==> src/rtl/xctcmsg_pkg.sv <==
// Shared types and sizing for the xctcmsg mailbox / writeback datapath.
// Holds the writeback arbiter payload and the mailbox writeback buffer depth.
package xctcmsg_pkg;

  localparam int WB_BUFFER_DEPTH = 4;

  typedef struct packed {
    logic [7:0]  tag;
    logic [4:0]  rd_addr;
    logic [31:0] value;
  } writeback_arbiter_data_t;

  function automatic bit is_pow2_depth(int n);
    return (n >= 2) && ((n & (n - 1)) == 0);
  endfunction

endpackage

==> src/rtl/mailbox_wb_buffer.sv <==
// Elastic FIFO between the mailbox receive path and the writeback arbiter.
// Optional XCTCMSG_WB_BUFFER_BYPASS_EN presents the input combinationally when empty.
module mailbox_wb_buffer
  import xctcmsg_pkg::*;
#(
  parameter int DEPTH = WB_BUFFER_DEPTH
) (
  input  logic                           clk,
  input  logic                           rst,
  input  logic                           flush,
  input  logic                           mailbox_wb_buffer_valid,
  output logic                           wb_buffer_mailbox_ready,
  input  writeback_arbiter_data_t        mailbox_wb_buffer_data,
  output logic                           wb_buffer_writeback_arbiter_valid,
  input  logic                           writeback_arbiter_wb_buffer_acknowledge,
  output writeback_arbiter_data_t        wb_buffer_writeback_arbiter_data,
  output logic [$clog2(DEPTH+1)-1:0]     wb_buffer_count
);

  localparam int PTR_W = $clog2(DEPTH);
  localparam int CNT_W = $clog2(DEPTH + 1);

  // Handshakes: a transfer happens on a cycle where valid && ready (ready for
  // the push side, acknowledge for the pop side); valid never waits on ready
  // and neither valid nor ready looks at the other side's acknowledge.

  writeback_arbiter_data_t mem [DEPTH];
  logic [PTR_W-1:0]        wr_ptr;
  logic [PTR_W-1:0]        rd_ptr;
  logic [CNT_W-1:0]        count;

  logic full;
  logic empty;
  logic push;
  logic pop;
  logic bypass_consume;

  assign full  = (count == CNT_W'(DEPTH));
  assign empty = (count == '0);

  assign wb_buffer_mailbox_ready = !full && !flush;
  assign wb_buffer_count         = count;

`ifdef XCTCMSG_WB_BUFFER_BYPASS_EN
  logic bypass_active;

  // Empty buffer forwards the mailbox result straight to the arbiter.
  assign bypass_active  = empty && mailbox_wb_buffer_valid && !flush;
  assign bypass_consume = bypass_active && writeback_arbiter_wb_buffer_acknowledge;

  assign wb_buffer_writeback_arbiter_valid = (!empty || mailbox_wb_buffer_valid) && !flush;
  assign wb_buffer_writeback_arbiter_data  = empty ? mailbox_wb_buffer_data : mem[rd_ptr];
`else
  assign bypass_consume = 1'b0;

  assign wb_buffer_writeback_arbiter_valid = !empty && !flush;
  assign wb_buffer_writeback_arbiter_data  = mem[rd_ptr];
`endif

  // A result consumed in bypass never occupies a slot.
  assign push = mailbox_wb_buffer_valid && wb_buffer_mailbox_ready && !bypass_consume;
  assign pop  = wb_buffer_writeback_arbiter_valid && writeback_arbiter_wb_buffer_acknowledge
                && !empty;

  always_ff @(posedge clk) begin
    if (rst || flush) begin
      wr_ptr <= '0;
      rd_ptr <= '0;
      count  <= '0;
    end else begin
      if (push) begin
        wr_ptr <= wr_ptr + PTR_W'(1);
      end
      if (pop) begin
        rd_ptr <= rd_ptr + PTR_W'(1);
      end
      case ({push, pop})
        2'b10:   count <= count + CNT_W'(1);
        2'b01:   count <= count - CNT_W'(1);
        default: count <= count;
      endcase
    end
  end

  // Storage is not reset; valid is derived from count, so stale data is never presented.
  always_ff @(posedge clk) begin
    if (push && !rst) begin
      mem[wr_ptr] <= mailbox_wb_buffer_data;
    end
  end

endmodule

==> config.mk <==
export PLATFORM = sky130hd
export DESIGN_NAME = mailbox_wb_buffer
export DESIGN_NICKNAME = d
export VERILOG_FILES = /design/src/rtl/xctcmsg_pkg.sv /design/src/rtl/mailbox_wb_buffer.sv
export SDC_FILE = /design/constraint.sdc
export NUM_CORES = 1
export LEC_CHECK = 0
export ABC_CLOCK_PERIOD_IN_PS = 16800
export CORE_ASPECT_RATIO = 0.6
export CORE_UTILIZATION = 45
export CTS_CLUSTER_SIZE = 24
export DETAILED_ROUTE_END_ITERATION = 8
export GPL_TIMING_DRIVEN = 0
export PLACE_DENSITY = 0.65
export SYNTH_ARGS = -nofsm -noshare
export SYNTH_HDL_FRONTEND = slang
export SYNTH_SLANG_ARGS = --single-unit
export TNS_END_PERCENT = 5
==> constraint.sdc <==
create_clock -name clk -period 16.8 [get_ports clk]
set_clock_uncertainty 0.2 [all_clocks]
set_input_delay 4.2 -clock clk [delete_from_list [all_inputs] [get_ports clk]]
set_output_delay 4.2 -clock clk [all_outputs]
set_load 0.02 [all_outputs]
## Yosys cells after proc, flatten, opt, wreduce, memory -nomap -nowiden

Memories as Yosys holds them, arrays and structs flattened. A register that Yosys moved wholly into a read port is not among the register bits.
Cells that the tools add are included.

- Output and inout bits: 50
- Register bits: 7
- Memories: 1
- Bits of input ports: 50
- Bits in latches: 0
- Word-level logic and storage cells: 29
- Memory bits (writable): 180
- Memory bits (read-only): 0

- Equality and inequality tests: 3
- $add $sub $neg: 4
- Muxes and demuxes: 5
- $mul: 0
- Shift-type cells: 0
- Bitwise operators: 0
- Reductions and logical operators: 13
- Magnitude comparators: 0
- Div/mod/pow operators: 0

Memory list:

| memory | depth | bits a word | read ports | clocked after Yosys merged registers in | wr ports | line | source |
|---|---|---|---|---|---|---|---|
| mem | 4 | 45 | 1 | 1 | 1 | mailbox_wb_buffer.sv:27 | `writeback_arbiter_data_t mem [DEPTH];` |

Operators by type and width:

| kind | number |
|---|---|
| $logic_and 1x1->1 | 6 |
| $pmux 3 s2 | 1 |
| $add 2x1->2 const B | 2 |
| $logic_not 1->1 | 4 |
| $mux 2 | 2 |
| $add 3x1->3 const B | 1 |
| $eq 3x3->1 const B | 1 |
| $logic_not 3->1 | 1 |
| $sub 3x1->3 const B | 1 |
| $eq 2x1->1 const B | 1 |
| $eq 2x2->1 const B | 1 |
| $mux 1 | 2 |
| $reduce_bool 2->1 | 1 |
| $logic_or 1x1->1 | 1 |

## Depth between registers and ports, before layout

Gate-level depths: netlist (run 1).

- Word-level depth: 7
- Gate-level depth with buffers: 8
- Depth with buffers taken out: 8

## Least setup slack after synthesis (run 1)

Ideal clock, no wire load.

- Path type: input-to-output
- Start point: in flush
- End point: out wb_buffer_mailbox_ready
- Arrival: 4504 ps
- Path buffers: 0
- Setup slack: 7896 ps
- Cell stages on the path: 1
- Data required time: 12400 ps
- Cells stage by stage: nor2b_1

- Word-level cells in the longest chain between the ends: 2

Ends and longest elaborated chain:

| item | line | source |
|---|---|---|
| start: declaration | mailbox_wb_buffer.sv:10 | `input logic flush,` |
| $logic_not 1->1 | mailbox_wb_buffer.sv:41 | `assign wb_buffer_mailbox_ready = !full && !flush;` |
| $logic_and 1x1->1 | mailbox_wb_buffer.sv:41 |  |
| end: declaration | mailbox_wb_buffer.sv:12 | `output logic wb_buffer_mailbox_ready,` |

No other way between the ends.

## Worst setup path after layout (run 1)

- Start point: in flush
- End point: out wb_buffer_writeback_arbiter_valid

- Word-level cells in the longest chain between the ends: 2

Ends and longest elaborated chain:

| item | line | source |
|---|---|---|
| $logic_not 1->1 | mailbox_wb_buffer.sv:56 | `assign wb_buffer_writeback_arbiter_valid = !empty && !flush;` |
| $logic_and 1x1->1 | mailbox_wb_buffer.sv:56 |  |
| end: declaration | mailbox_wb_buffer.sv:14 | `output logic wb_buffer_writeback_arbiter_valid,` |

No other way between the ends.

==> results of run 1 <==
## synthesized netlist by cell type, types with 2 or more instances
cell type	number
a21oi_1	3
buf_12	4
buf_2	4
dfxtp_1	9
edfxtp_1	180
ha_1	5
inv_1	5
mux2i_1	4
mux4_1	5
mux4_2	40
nand2_1	5
nor2_1	5
nor3b_1	4
o21ai_0	2
or3_1	3
xor2_1	2
## logic make-up after synthesis
logic type,Yosys count
flops,189
mux,49
simple gates,24
buf+inv,15
fa+ha+maj,6
compound gates,5
xor+xnor,2
## per-stage QoR
| stage | cell area (sq um) | std cells | setup slack [ns] | power (W) | hold slack, ns |
|---|---|---|---|---|---|
| after floorplan | 7080 | 290 | 7.90 | 0.000546 | 0.254 |
| after global placement | 8320 | 592 | 5.02 | 0.000571 | 0.272 |
| after detailed placement | 8570 | 612 | 6.86 | 0.000573 | 0.277 |
| after CTS | 9150 | 644 | 6.87 | 0.000954 | 0.293 |
| after global routing | 9150 | 644 | 6.80 | 0.000974 | 0.321 |
| final | 9150 | 644 | 6.88 | 0.000946 | 0.292 |
## where the power goes
| part | total [W] | switching, W | internal, W | leakage (nW) |
|---|---|---|---|---|
| Clock | 0.000385 | 0.000186 | 0.000199 | 0.282 |
| Sequential | 0.000521 | 0.00000115 | 0.000520 | 1.70 |
| Combinational | 0.0000411 | 0.0000186 | 0.0000225 | 0.932 |
| Total | 0.000946 | 0.000206 | 0.000741 | 2.91 |
## worst max path at each step
stage           from                           endpoint  slack [ns]  depth (start not counted)
2_1_floorplan  flush            wb_buffer_mailbox_ready        7.90                          1
3_3_place_gp   flush               mem[1][14]$_DFFE_PP_        5.02                          3
3_5_place_dp   flush  wb_buffer_writeback_arbiter_valid        6.86                          3
4_1_cts        flush  wb_buffer_writeback_arbiter_valid        6.87                          3
5_1_grt        flush  wb_buffer_writeback_arbiter_valid        6.80                          3
6_report       flush  wb_buffer_writeback_arbiter_valid        6.88                          3
## state kept, by name (all words and copies together) (netlist names), named ones only
signal and flops:
mem 180, rd_ptr 2, wb_buffer_count 3, wr_ptr 2
## area by class of cell
type                       count  share of cell area (%)
buffer                        10                    1.27
clock buffer                  18                    4.69
tap                          203                    2.78
sequential                   189                    61.1
inverter                       5                   0.205
clock inverter                14                    1.64
multi-input combinational     86                    15.0
timing repair buffer         119                    13.3
## worst reg2reg max path, stage by stage, from the launching register on
cell      delay [ns]
dfxtp_1         0.42
or3b_1          0.22
nand3b_4        0.17
nor3b_2         0.84
buf_6           0.26
buf_6           0.17
buf_6           0.15
## metal layers
layer | track usage [%] | share of wire (%) | vias to the layer above
li1 | - | - | 1501
met1 | 21.8 | 43 | 1673
met3 | 4.84 | 6.7 | 16
met5 | 0 | 0 | -
met4 | 6.62 | 1.5 | 0
met2 | 26.6 | 49 | 99
==> run metrics, run 1 <==
endpoints failing setup 0; max-slew violations 0; CTS tree done; Yosys reg bits around 190; Seq/Total Area, Yosys 78.9%; Pre-antenna DRT Iters 4; Hold Buf Count CTS 0; # diodes 0; CTS Sinks between 150 and 200; core area between 0.015 and 0.02 sq mm; Most used DFF post-synth edfxtp_1; Chip Width approximately 160 microns; H-tree depth 4; synthesized instance count 290; reg2reg start wb_buffer_count[0]$_SDFFE_PP0P_; # rows 35; Synth Area in XOR/XNOR less than 1%; final core occ roughly 59%; most common cell after layout, fill and taps aside edfxtp_1; Max VDD drop about 0.062 mV; Final nets around 480; CP bufs+invs 2; Post-Route Setup TNS 0 ns; Layout fillers around 1.1k; Residual DRC 0; post-synthesis net count 346; Slew headroom 34.2%; post_cts resized 0; WHS Path Cells 2; Vias/cell about 5.1; number of buffers added on ports 99; average size of a mapped cell 24.4 sq um; GRT Overall Usage 16.7%; fraction of layout cells with a size suffix above 1 between 20% and 30%; worst reg2reg path depth 6; die height 99.1 microns; Slew @ Worst Pin between 0.9 and 1 ns; yosys synthesis warning count 0; number of global-route vias before repair 3,438; outcome completed; total CTS buffers 17; Worst Setup Start Kind input port; pwr/cell area 103 mW/mm^2; Netlist Area Pre-Place 0.00708 sq mm; r2r endpoint mem[1][25]$_DFFE_PP_; asr flop ratio synth 0%; initial antenna violation count 0; commonest cells after routing, fill and taps aside edfxtp_1 (180), clkdlybuf4s50_1 (99), mux4_2 (40); post-layout min period 9.92 ns; post-synthesis mux area share 15.2%; Most common cell on crit path clkdlybuf4s50_1; Routability Congestion roughly 0.72; Worst path max stage delay 0.61 ns; Critical Path AT 5.52 ns; critical path fanouts, max 8; largest net degree at the start of global routing 20; Routed WL between 10,000 and 15,000 microns; Iter 0 DRT Violations 240; post-route ant nets 0; die area between 0.015 and 0.02 sq mm; main area contributors after synthesis edfxtp_1 (76%), mux4_2 (13%), dfxtp_1 (2.5%); fin crit share 59.0%; P&R area growth vs syn 29.2%; CP Capture Type primary output; Hold Crit Class flop to flop; clock latency on the worst-skew pair 0.43 ns; Netlist cell types 26; CTS Root Cell clkbuf_16; area fraction of the dominant cell type after synthesis around three quarters; Starting Density between 40% and 50%; gr ovfl total 0; Cell Chain, Critical Path clkdlybuf4s50_1 > nor2_1 > clkdlybuf4s50_1; cell family with the largest share of critical-path delay buffers and inverters; HPWL after DPL 8560 microns; IO Pins 100; Compound-Gate Fraction of Synth Area 0.354%; worst min-delay path startpoint rd_ptr[1]$_SDFFE_PP0N_; Worst path slowest cell clkdlybuf4s50_1; r2r setup slk between 10 and 15 ns; Synth area leader edfxtp_1; Final Hold Fails 0; fmax just over 100 MHz; largest family of logic cells by synthesized area multiplexers; RSZ-0062 raised after global routing false; CTS Buffer Depth 2; leakage power about 3 nW; post-CTS setup buffer count 0; FF/Latch Area about 0.0056 sq mm; multi-input logic area 0.00138 sq mm; Post-Synth Adder-Cell Area 1.17%; vias between 3k and 4k; EDFF count, synth 180; post-synthesis simple-gate area fraction under 10%; Data required, critical path between 10 and 15 ns; DR WL/cell between 15 and 20 microns; Clk pin slew, worst setup/hold paths 0.07 ns; Max Cap Viol 0; Setup CP Type input port to primary output; first-pass GRT wire length 19,200 microns
No activity file was read; power rests on OpenSTA's default activity.
==> run 2, diff against run 1 <==
- ABC_CLOCK_PERIOD_IN_PS: 16800 -> 9900
- clock period: 16.8 -> 9.9 ns (I/O delays scaled with it)
==> results of run 2 <==
Same layout as run 1 (identical final DEF). Status: completed.
Among the figures that moved: setup slack after placement 6.86 ns -> 3.41 ns; setup slack after layout 6.88 ns -> 3.43 ns; register-to-register setup slack 14.09 ns -> 7.19 ns; total power 0.000946 W -> 0.00161 W; worst IR drop on VDD 0.0624 mV -> 0.106 mV
==> run 3, diff against run 2 <==
- ABC_CLOCK_PERIOD_IN_PS: 9900 -> 6300
- clock period: 9.9 -> 6.3 ns (I/O delays scaled with it)
==> results of run 3 <==
Same layout as run 1 (identical final DEF). Status: completed.
Among the figures that moved: setup slack after placement 6.86 ns -> 1.61 ns; setup slack after layout 6.88 ns -> 1.63 ns; register-to-register setup slack 14.09 ns -> 3.59 ns; total power 0.000946 W -> 0.00252 W; worst IR drop on VDD 0.0624 mV -> 0.166 mV
